File: config.mk
export PLATFORM = sky130hd
export DESIGN_NAME = galaga_inputs
export DESIGN_NICKNAME = d
export VERILOG_FILES = /design/src/rtl/galaga_inputs_pkg.sv /design/src/rtl/galaga_inputs_coin_stretcher.sv /design/src/rtl/galaga_inputs.sv
export SDC_FILE = /design/constraint.sdc
export NUM_CORES = 1
export LEC_CHECK = 0
export BUFFER_PORTS_ARGS = -buffer_cell sky130_fd_sc_hd__buf_2
export CAP_MARGIN = 20
export CORE_ASPECT_RATIO = 1.75
export CORE_UTILIZATION = 37
export DETAILED_ROUTE_END_ITERATION = 8
export PLACE_DENSITY = 0.66
export SETUP_SLACK_MARGIN = 0.02
export SLEW_MARGIN = 20
export SYNTH_ARGS = -nofsm -noshare
export SYNTH_HDL_FRONTEND = slang
export SYNTH_HIERARCHICAL = 1
export SYNTH_SLANG_ARGS = --single-unit
File: constraint.sdc
create_clock -name clk_sys -period 1.5 [get_ports clk_sys]
set_input_delay 0 -clock clk_sys [delete_from_list [all_inputs] [get_ports clk_sys]]
set_output_delay 0 -clock clk_sys [all_outputs]
set_load 0.05 [all_outputs]
File: src/rtl/galaga_inputs_pkg.sv
// Shared scan codes, key/control bundles and coin FSM states for the Galaga input block.
package galaga_inputs_pkg;

   // Arrow codes are matched on the low byte only so any extension prefix is accepted.
   localparam logic [7:0] SC_LEFT1    = 8'h6B;
   localparam logic [7:0] SC_RIGHT1   = 8'h74;
   localparam logic [8:0] SC_FIRE1_A  = 9'h029;
   localparam logic [8:0] SC_FIRE1_B  = 9'h014;
   localparam logic [8:0] SC_START1_A = 9'h005;
   localparam logic [8:0] SC_START1_B = 9'h016;
   localparam logic [8:0] SC_START2_A = 9'h006;
   localparam logic [8:0] SC_START2_B = 9'h01E;
   localparam logic [8:0] SC_COIN1    = 9'h02E;
   localparam logic [8:0] SC_COIN2    = 9'h036;
   localparam logic [8:0] SC_LEFT2    = 9'h023;
   localparam logic [8:0] SC_RIGHT2   = 9'h034;
   localparam logic [8:0] SC_FIRE2    = 9'h01C;

   typedef enum logic [1:0] {
      IDLE,
      ACTIVE,
      GAP
   } coin_state_e;

   typedef struct packed {
      logic left1;
      logic right1;
      logic fire1;
      logic start1;
      logic start2;
      logic coin1;
      logic coin2;
      logic left2;
      logic right2;
      logic fire2;
   } keys_t;

   typedef struct packed {
      logic start1;
      logic start2;
      logic left1;
      logic right1;
      logic fire1;
      logic left2;
      logic right2;
      logic fire2;
   } ctrl_t;

   function automatic keys_t apply_key(keys_t k, logic [8:0] code, logic pressed);
      keys_t r;
      r = k;
      if (code[7:0] == SC_LEFT1) begin
         r.left1 = pressed;
      end else if (code[7:0] == SC_RIGHT1) begin
         r.right1 = pressed;
      end else begin
         case (code)
            SC_FIRE1_A, SC_FIRE1_B:   r.fire1  = pressed;
            SC_START1_A, SC_START1_B: r.start1 = pressed;
            SC_START2_A, SC_START2_B: r.start2 = pressed;
            SC_COIN1:                 r.coin1  = pressed;
            SC_COIN2:                 r.coin2  = pressed;
            SC_LEFT2:                 r.left2  = pressed;
            SC_RIGHT2:                r.right2 = pressed;
            SC_FIRE2:                 r.fire2  = pressed;
            default:                  r = k;
         endcase
      end
      return r;
   endfunction

endpackage

File: src/rtl/galaga_inputs_coin_stretcher.sv
// Stretches a single-cycle coin request into a frame-timed coin pulse followed
// by a lockout gap; requests outside IDLE are discarded.
module coin_stretcher
   import galaga_inputs_pkg::*;
#(
   parameter int unsigned COIN_FRAMES = 4,
   parameter int unsigned COIN_GAP    = 2
) (
   input  logic clk_sys,
   input  logic reset,
   input  logic req,
   input  logic tick,
   output logic coin
);

   localparam logic [3:0] FRAMES_INIT = 4'(COIN_FRAMES);
   localparam logic [3:0] GAP_INIT    = 4'(COIN_GAP);

   coin_state_e state_q, state_d;
   logic [3:0]  cnt_q, cnt_d;
   logic        coin_q, coin_d;

   always_comb begin
      state_d = state_q;
      cnt_d   = cnt_q;
      unique case (state_q)
         // A tick coinciding with the request is deliberately not counted.
         IDLE: begin
            if (req) begin
               state_d = ACTIVE;
               cnt_d   = FRAMES_INIT;
            end
         end
         ACTIVE: begin
            if (tick) begin
               if (cnt_q <= 4'd1) begin
                  state_d = GAP;
                  cnt_d   = GAP_INIT;
               end else begin
                  cnt_d = cnt_q - 4'd1;
               end
            end
         end
         GAP: begin
            if (tick) begin
               if (cnt_q <= 4'd1) begin
                  state_d = IDLE;
                  cnt_d   = '0;
               end else begin
                  cnt_d = cnt_q - 4'd1;
               end
            end
         end
         default: begin
            state_d = IDLE;
            cnt_d   = '0;
         end
      endcase
      coin_d = (state_d == ACTIVE);
   end

   always_ff @(posedge clk_sys) begin
      if (reset) begin
         state_q <= IDLE;
         cnt_q   <= '0;
         coin_q  <= 1'b0;
      end else begin
         state_q <= state_d;
         cnt_q   <= cnt_d;
         coin_q  <= coin_d;
      end
   end

   assign coin = coin_q;

endmodule

File: src/rtl/galaga_inputs.sv
// Merges PS/2 keyboard and two joysticks into Galaga player controls, with
// left/right cleaning and a frame-timed coin pulse.
module galaga_inputs
   import galaga_inputs_pkg::*;
#(
   parameter int unsigned COIN_FRAMES  = 4,
   parameter int unsigned COIN_GAP     = 2,
   parameter int unsigned SOCD_NEUTRAL = 1
) (
   input  logic        clk_sys,
   input  logic        reset,
   input  logic [10:0] ps2_key,
   input  logic [15:0] joystick_0,
   input  logic [15:0] joystick_1,
   input  logic        vblank,
   output logic        coin,
   output logic        start1,
   output logic        start2,
   output logic        left1,
   output logic        right1,
   output logic        fire1,
   output logic        left2,
   output logic        right2,
   output logic        fire2
);

   logic        toggle_q, toggle_d;
   logic        vblank_q, vblank_d;
   keys_t       keys_q, keys_d;
   ctrl_t       ctrl_q, ctrl_d;
   logic        coin_req_q, coin_req_d;
   logic        coin_req_prev_q, coin_req_prev_d;
   logic [15:0] joy;
   logic        tick;
   logic        req;
   logic        l1, r1, l2, r2;
   logic        unused_joy;

   always_comb begin
      joy      = joystick_0 | joystick_1;
      toggle_d = ps2_key[10];
      keys_d   = keys_q;
      if (ps2_key[10] != toggle_q) begin
         keys_d = apply_key(keys_q, ps2_key[8:0], ps2_key[9]);
      end

      l1 = keys_q.left1  | joy[1];
      r1 = keys_q.right1 | joy[0];
      l2 = keys_q.left2  | joy[1];
      r2 = keys_q.right2 | joy[0];
      if (SOCD_NEUTRAL != 0) begin
         if (l1 && r1) begin
            l1 = 1'b0;
            r1 = 1'b0;
         end
         if (l2 && r2) begin
            l2 = 1'b0;
            r2 = 1'b0;
         end
      end

      ctrl_d.start1 = keys_q.start1 | joy[5];
      ctrl_d.start2 = keys_q.start2 | joy[6];
      ctrl_d.left1  = l1;
      ctrl_d.right1 = r1;
      ctrl_d.fire1  = keys_q.fire1 | joy[4];
      ctrl_d.left2  = l2;
      ctrl_d.right2 = r2;
      ctrl_d.fire2  = keys_q.fire2 | joy[4];

      coin_req_d      = keys_q.coin1 | keys_q.coin2 | joy[7];
      coin_req_prev_d = coin_req_q;
      req             = coin_req_q & ~coin_req_prev_q;

      vblank_d = vblank;
      tick     = vblank & ~vblank_q;
   end

   assign unused_joy = ^{joy[15:8], joy[3:2]};

   // Toggle and vblank history track their inputs during reset so release is glitch-free.
   always_ff @(posedge clk_sys) begin
      if (reset) begin
         toggle_q        <= ps2_key[10];
         vblank_q        <= vblank;
         keys_q          <= '0;
         ctrl_q          <= '0;
         coin_req_q      <= 1'b0;
         coin_req_prev_q <= 1'b0;
      end else begin
         toggle_q        <= toggle_d;
         vblank_q        <= vblank_d;
         keys_q          <= keys_d;
         ctrl_q          <= ctrl_d;
         coin_req_q      <= coin_req_d;
         coin_req_prev_q <= coin_req_prev_d;
      end
   end

   coin_stretcher #(
      .COIN_FRAMES(COIN_FRAMES),
      .COIN_GAP   (COIN_GAP)
   ) u_coin (
      .clk_sys(clk_sys),
      .reset  (reset),
      .req    (req),
      .tick   (tick),
      .coin   (coin)
   );

   assign start1 = ctrl_q.start1;
   assign start2 = ctrl_q.start2;
   assign left1  = ctrl_q.left1;
   assign right1 = ctrl_q.right1;
   assign fire1  = ctrl_q.fire1;
   assign left2  = ctrl_q.left2;
   assign right2 = ctrl_q.right2;
   assign fire2  = ctrl_q.fire2;

endmodule

* Yosys cells after proc, flatten, opt, wreduce, memory -nomap -nowiden *
Index checks and enable logic that the tools add are counted.

storage, ports and cells
  register bits = 29
  output and inout bits = 9
  input port bits = 46
  logic and storage cells = 95

cells by class
  equality and inequality tests = 20
  reductions and logical operators = 19
  bitwise operators = 17
  multiplexer cells = 12
  order comparisons = 1
  add/subtract/negate cells = 1

operator list
  operator               count
  $eq A9 B6 Y1 const B   5
  $eq A9 B5 Y1 const B   4
  $reduce_and A4 Y1      8
  $mux W4                5
  $eq A9 B3 Y1 const B   2
  $eq A8 B7 Y1 const B   2
  $pmux W4 S3            1
  $mux W2                5
  $or A1 B1 Y1           10
  $reduce_or A2 Y1       5
  $or A8 B8 Y8           1
  $ne A2 B2 Y1 const B   3
  $pmux W2 S3            1
  $reduce_and A3 Y1      2
  $eq A2 B1 Y1 const B   2
  $le A4 B1 Y1 const B   1
  $not A1 Y1             4
  $sub A4 B1 Y4 const B  1
  $and A1 B1 Y1          2
  $eq A2 B2 Y1 const B   1
  $logic_and A1 B1 Y1    2
  $logic_not A2 Y1       1
  $reduce_and A2 Y1      1
  $ne A1 B1 Y1           1

* Logic depth before layout (Yosys ltp) *
Gate-level depths: netlist of the first run.

  word-level depth = 5
  mapped depth = 6
  depth with buffers taken out = 6

* By module *
Netlist of the first run, hierarchy kept.

modules (own cells, without submodules)
  module          times used  area each (um^2)  cells an instance  sequential area each (um^2)
  galaga_inputs   1           972.2             98                 440.4
  coin_stretcher  1           425.4             50                 140.1

* Worst setup path before layout of the first run *
No wires, ideal clock.

  path type = flip-flop to flip-flop
  from = register u_coin.cnt_q[0]
  to = register u_coin.cnt_q[1]
  period minus slack after synthesis = 1.461 ns
  data required time = 1.379 ns
  cell stages (with the launch flop) = 7
  arrival time = 1.341 ns
  buffers on the path = 0
  setup slack = 0.039 ns
  library setup time = 0.121 ns
  path through = dfxtp_1 -> inv_1 -> ha_1 -> or2_2 -> and2_1 -> o221ai_1 -> a21oi_1

on the way
  word-level cells in the longest chain between the ends = 4
  elaborated cells between the ends (all ways) = 7
  classes of those cells = add/sub: 1; order compare: 1; mux: 5

ends and longest elaborated chain
  element                                        RTL line                                                                source
  start, declared                                galaga_inputs_coin_stretcher.sv:20                                      logic [3:0] cnt_q, cnt_d;
  start signal, assigned                         galaga_inputs_coin_stretcher.sv:69                                      cnt_q <= cnt_d;
  $sub A4 B1 Y4 or $le A4 B1 Y1 (tied branches)  n/a
  $mux W4, on equally long branches              galaga_inputs_coin_stretcher.sv:46, galaga_inputs_coin_stretcher.sv:36
  $mux W4, on equally long branches              galaga_inputs_coin_stretcher.sv:45, galaga_inputs_coin_stretcher.sv:35
  $pmux W4 S3 *                                  galaga_inputs_coin_stretcher.sv:26                                      unique case (state_q)

Mark *: on every way between the ends. The rest lies on a longest branch, timed or not. The select of a mux whose other input is x is not followed.
A chain may end at the register's enable or synchronous reset.

* Final worst setup path of the first run *
  from = register u_coin.cnt_q[1]
  to = register u_coin.cnt_q[2]

The elaborated chain is that of the path after synthesis.

==> results.yml, run 1 <==
pwr:
  power_leakage_nw: 0.7647
  power_frac_clock_pct: 34.9
  pwr-share-seq_pct: 45.9
  combPwrFrac_pct: 19.2
  p_switching_uw: 508.0
  internal_power_mw: 1.271
  switching_share_pct: 28.55
  ir_worst_vdd_uv: 790.3
  p_per_area_nw_per_um2: 935.5
  power_mw: 1.779
flow_run:
  max-cap-violations: 0
setup_path:
  cp_cell_sequence: "inv_2, ha_4, nand2_2, mux2_4, maj3_2, a211oi_2"
  cp-end-kind: "flip-flop"
  critPathLaunchType: "flip-flop"
  worstPathMaxFanout: 3
  slowest_delay_ns: 0.33
  worstSetupPathType: "flip-flop to flip-flop"
  crit_slowest_cell: "dfxtp_2"
  crit_arrival_ns: 1.66
  required_ns: 1.70
  cp.buffers_inverters: 1
  critical-path-top-delay-family: "adder cells"
clocking:
  cts_root_buf: "clkbuf_8"
  path_clk_slew_ns: 0.07
  clk_latency_ns: 0.28
  ctsLongestPathBuffers: 2
  clkSinkCount: 29
  htree_levels: 2
  cts_tree: "yes"
  cts_buffers: 5
floorplan:
  die_w_um: 48.46
  start_util_pct: 38.52
  die_h_um: 83.31
  rows: 29
  core_um2: 3628
  die_area_um2: 4037
  ioPinCount: 55
grt:
  grt_overflow: 0
  use_met1_pct: 16.13
  grt_util_met3_pct: 3.297
  grt_util_all_layers_pct: 17.42
  grt_max_degree: 27
  grt_pass1_vias: 1340
  grt_pass1_wl_um: 5499
  busiest_layer: "met2"
  antenna_found_initial: 0
  met2_usage_pct: 33.42
timing:
  setup_tns_ns: 0
  setup_ws_ns: 0.04309
  period_minus_slack_ns: 1.457
  finalClockSkew_ns: 0.006521
  whs_ns: 0.03083
  fmax_mhz: 686.4
  max_slew.worst_pin.slew_ns: 0.4415
  maxSlewHeadroom_pct: 70.57
  hold_viol: 0
  post-route-period-util_pct: 97.13
  finalSetupViolations: 0
  drv_slew: 0
  rsz0062_at_grt: "yes"
yosys:
  synth_cells: 148
  synth_area_um2: 1398
  yosysWarnings: 6
  seq_area_frac_synth_pct: 41.54
  avgSynthCellArea_um2: 9.443
  synthDistinctLibCells: 47
  ys_ff_latch: 29
  syn_nets: 196
route:
  totalWireLength_um: 3222
  vias: 1281
  viasPerCell: 5.104
  drt_iter0_drc: 20
  detail-route-antenna-nets: 0
  wl_per_cell_um: 12.84
  drt-pass1-iter-count: 4
  drc: 0
layout:
  finalNonFillerCells: 251
  ff_latch_area_um2: 583.1
  drive_gt1_share_pct: 36.59
  antenna_cells: 0
  multiInputGateArea_um2: 815.8
  syn_to_final_growth_pct: 36.08
  nets: 252
  n_fill_cell: 358
placement:
  dp.cells: 230
  io_buffers: 34
  preCtsSetupSlack_ns: -0.02161
  gp_congestion: 0.8586
  place.detailed.hpwl_um: 2371
min_path:
  hold_path.class: "input pin to flip-flop"
status:
  outcome: "finished clean"
-- path summary, 6_finish.rpt --
kind                         from              end  slack (ns)  cells after the start
hold / removal      joystick_0[1]            left1        0.03                      3
setup / recovery  u_coin/cnt_q[1]  u_coin/cnt_q[2]        0.04                      6
setup reg to reg  u_coin/cnt_q[1]  u_coin/cnt_q[2]        0.04                      6
hold reg to reg   coin_req_prev_d  coin_req_prev_q        0.46                      1
-- layout by cell type, fill, tap and decap left out, types with 3 or more instances in the layout --
cell type	count
buf_2	34
dfxtp_1	27
nor2_1	14
nor3_1	13
dlygate4sd3_1	11
mux2i_1	10
buf_4	9
nand2b_1	8
nor2b_1	5
clkbuf_8	5
nand4_1	4
nand3b_1	4
a21oi_1	4
o21ai_0	4
or3_1	3
a211oi_2	3
a31oi_1	3
-- cell families (layout without fill, tap and decap cells) --
family / count (synthesis) / in the layout / synth area share [%]
AND/OR/NAND/NOR: 75 / 75 / 33.39
adder cells (fa/ha/maj): 3 / 3 / 2.596
buffers and inverters: 8 / 65 / 3.044
multiplexers: 11 / 11 / 7.968
XOR/XNOR: 3 / 3 / 2.418
AO/OA/AOI/OAI: 19 / 19 / 9.042
flip-flops: 29 / 29 / 41.54
-- routing by layer --
metal	wire length, um	vias to the layer above	part of all wire (%)
met5	0	-	0
met1	1225	599	38
met3	84	10	2.6
li1	-	645	-
met4	105	0	3.3
met2	1807	27	56
-- power by group through the flow --
stage	combinational (mW)	sequential, mW	clock [mW]
2_1_floorplan	0.141	0.876	0
3_3_place_gp	0.281	0.830	0
3_5_place_dp	0.293	0.833	0
4_1_cts	0.324	0.816	0.635
5_1_grt	0.368	0.819	0.668
6_report	0.341	0.817	0.621
-- what timing repair did --
action / in CTS / in global routing
hold buffers: 11 / 0
pin swaps: 1 / 3
resized for setup: 7 / 7
hold endpoints to repair: 7 / 0
buffers inserted: 0 / 2
setup endpoints to repair: 6 / 7
-- state kept, by name (all words and copies together), names as in the netlist --
signal and flops:
coin_req_prev_d 1, fire1 1, left2 1, vblank_q 1
left1 1, u_coin/state_q 2, start2 1, coin_req_prev_q 1
u_coin/cnt_q 4, right2 1, fire2 1, u_coin/coin 1
toggle_q 1, start1 1, right1 1, keys_q 10
-- Yosys cell counts, drive strengths merged --
cell    count  share of area, %
xor2        2               1.8
o221ai      1              0.63
and2        1              0.45
nand2       3              0.81
nor4        3               1.3
inv         3              0.81
nand2b      9               4.6
a21boi      1              0.54
ha          2               1.8
buf         3               1.7
clkbuf      2              0.54
xnor2       1              0.63
nand3       1              0.36
nor3b       1              0.54
or4b        1              0.98
nand4       4               1.8
nand3b      4               2.1
maj3        1              0.81
nor2b       6               2.7
nor2       14               3.8
a211oi      3               2.3
mux2        1              0.81
nor4bb      1              0.72
dfxtp      29                42
o21ai       6               2.4
or2b        1              0.54
or3b        1              0.63
nand4b      2               1.3
a21oi       5               1.8
or3         3               1.3
or2         2              0.90
mux2i      10               7.2
a31oi       3               1.3
and4b       2               1.5
nor4b       2               1.7
nor3       14               5.4
-- metrics by stage --
| stage | cell area [um^2] | utilization, % |
|---|---|---|
| after CTS | 1864 | 51.38 |
| after global placement | 1647 | 45.38 |
| after floorplan | 1398 | - |
| final | 1902 | 52.41 |
| after global routing | 1902 | 52.41 |
| after detailed placement | 1647 | 45.38 |
-- worst reg2reg max path: stages, from the launching register on --
cell	delay, ns
dfxtp_2	0.33
inv_2	0.08
ha_4	0.14
nand2_2	0.05
mux2_4	0.27
maj3_2	0.33
a211oi_2	0.17
-- final cells by class --
| class | count | area share (%) |
|---|---|---|
| flip-flops and latches | 29 | 30.66 |
| well taps | 46 | 3.026 |
| clock inverters | 3 | 0.9211 |
| clock buffers | 5 | 3.618 |
| inverters | 3 | 0.5921 |
| multi-input cells | 111 | 42.89 |
| repair buffers | 54 | 18.29 |
Power figures use the tool's default switching activity.
==> run 2: changes to the inputs <==
Settings changed: CORE_ASPECT_RATIO 1.75 to 0.9.
==> run 2 against run 1 <==
  * Clock-buffer cell count increased by 1
  * Sequential power up 0.6%
  * Global-route usage down 0.35 points
  * Critical path type unchanged
  * Power down 0.28%
  * Clock power down 2%
  * Final cell count down 1.2%
  * Fmax is 3.0% higher
  * Combinational power hardly changed
==> results.yml, run 2 (synthesis results as in run 1) <==
route:
  viasPerCell: 5.177
  met1_length_um: 1437
  topRoutingLayerUsed: "met4"
  detail-route-antenna-nets: 0
  wl_met3_um: 115
  drt_iter0_drc: 43
  drc: 0
  vias: 1284
  drt-pass1-iter-count: 6
  wl_per_cell_um: 12.88
  totalWireLength_um: 3194
  wl_met2_um: 1600
pwr:
  internal_power_mw: 1.274
  power_frac_clock_pct: 34.4
  ir_worst_vdd_uv: 632.6
  switching_share_pct: 28.18
  combPwrFrac_pct: 19.3
  p_per_area_nw_per_um2: 923.1
  power_leakage_nw: 0.7743
  pwr-share-seq_pct: 46.3
  power_mw: 1.774
  p_switching_uw: 500.0
layout:
  drive_gt1_share_pct: 37.25
  final_common_cell: "buf_2"
  syn_to_final_growth_pct: 37.51
  regMostFlops: "keys_q"
  fin_area_um2: 1922
  nets: 251
  utilization_pct: 54.86
  largest_reg_flops: 10
  ff_latch_area_um2: 583.1
  final_cell_mix: "34 x buf_2, 27 x dfxtp_1, 14 x nor2_1"
  n_fill_cell: 329
  antenna_cells: 0
  biggestRegsByFlops: "keys_q x10, u_coin/cnt_q x4, u_coin/state_q x2"
  finalNonFillerCells: 248
  multiInputGateArea_um2: 849.6
grt:
  grt_max_degree: 27
  grt_overflow: 0
  antenna_found_initial: 0
  grt_pass1_wl_um: 5099
  grt_util_all_layers_pct: 17.07
  grt_pass1_vias: 1234
setup_path:
  cp-end-kind: "flip-flop"
  worstSetupPathType: "flip-flop to flip-flop"
  r2r_start: "toggle_q"
  critical-path-top-delay-family: "simple AND/OR/NAND/NOR gates"
  cp_cell_sequence: "xor2_2, nand2_2, nor4_2, mux2i_1"
  crit_slowest_cell: "dfxtp_1"
  critPathLaunchType: "flip-flop"
  rrSetupSlack_ns: 0.09
  slowest_delay_ns: 0.36
  worstPathMaxFanout: 4
  cp.buffers_inverters: 0
  crit_arrival_ns: 1.62
  required_ns: 1.71
  reg2reg_depth: 4
  timing.rr.end: "keys_q[2]"
clocking:
  ctsLongestPathBuffers: 2
  path_clk_slew_ns: 0.06
  cts_tree: "yes"
  clkSinkCount: 29
  cts_buffers: 5
  htree_levels: 2
  clk_latency_ns: 0.28
  cts_root_buf: "clkbuf_8"
flow_run:
  max-cap-violations: 0
timing:
  finalClockSkew_ns: 0.005309
  fmax_mhz: 707.2
  rsz0062_at_grt: "yes"
  post-route-period-util_pct: 94.27
  hold_viol: 0
  whs_ns: 0.03338
  maxSlewHeadroom_pct: 72.01
  period_minus_slack_ns: 1.414
  drv_slew: 0
  max_slew.worst_pin.slew_ns: 0.4198
  finalSetupViolations: 0
status:
  outcome: "finished clean"
floorplan:
  die_h_um: 60.31
  core_um2: 3503
  die_area_um2: 4027
  rows: 20
  ioPinCount: 55
  die_w_um: 66.79
  start_util_pct: 39.89
placement:
  io_buffers: 34
  gp_congestion: 0.7749
  place.detailed.hpwl_um: 2214
  place_area_um2: 1644
  dp.cells: 228
min_path:
  hold_path.class: "input pin to flip-flop"
  worst_hold_path.endpoint: "keys_q[8]"
  min_path_cells: 3
  min_from: "ps2_key[9]"
-- run 2: area by class of cell --
cell class / instances / share of cell area [%]
Sequential cell: 29 / 30.34
Inverter: 3 / 0.5859
Clock buffer: 6 / 3.776
Timing Repair Buffer: 53 / 17.71
Tap cell: 44 / 2.865
Clock inverter: 2 / 0.5208
Multi-Input combinational cell: 111 / 44.21
-- run 2: power by group through the flow --
stage	logic, mW	registers, mW	clock network (mW)
after floorplan	0.141	0.876	0
after CTS	0.312	0.820	0.633
after detailed placement	0.284	0.837	0
after global routing	0.370	0.824	0.654
after global placement	0.275	0.836	0
final	0.342	0.822	0.610
-- run 2: through the flow --
stage	TNS [ns]	setup WS, ns
after floorplan	0	0.03852
after detailed placement	-0.04318	-0.04318
final	0	0.08598
after global placement	-0.04076	-0.04076
after CTS	0	0.01749
after global routing	-0.03392	-0.01991
-- run 2: worst register-to-register path, stage by stage, from the launching register on --
cell	delay, ns
dfxtp_1	0.36
xor2_2	0.26
nand2_2	0.18
nor4_2	0.33
mux2i_1	0.22
-- run 2: metal layers --
layer	track usage, %	vias to the layer above
li1	-	643
met1	19.10	612
met2	30.16	25
met3	4.580	4
met4	8.207	0
met5	0	-
-- run 2: worst max path at each step --
stage	from	slack, ns	endpoint	cells after the start
after global placement	u_coin/cnt_q[0]	-0.04	u_coin/cnt_q[1]	6
after global routing	toggle_q	-0.02	keys_q[2]	4
after floorplan	u_coin/cnt_q[0]	0.04	u_coin/cnt_q[1]	6
final	toggle_q	0.09	keys_q[2]	4
after detailed placement	u_coin/cnt_q[0]	-0.04	u_coin/cnt_q[1]	6
after CTS	toggle_q	0.02	keys_q[2]	4
-- run 2: timing repair --
item | 4_1_cts | 5_1_grt
endpoints found under the hold margin | 7 | 0
setup buffers | 0 | 1
resized for setup | 6 | 14
hold buffers | 11 | 0
pin swaps | 1 | 6
setup endpoints to repair | 6 | 8
gates cloned | 0 | 0
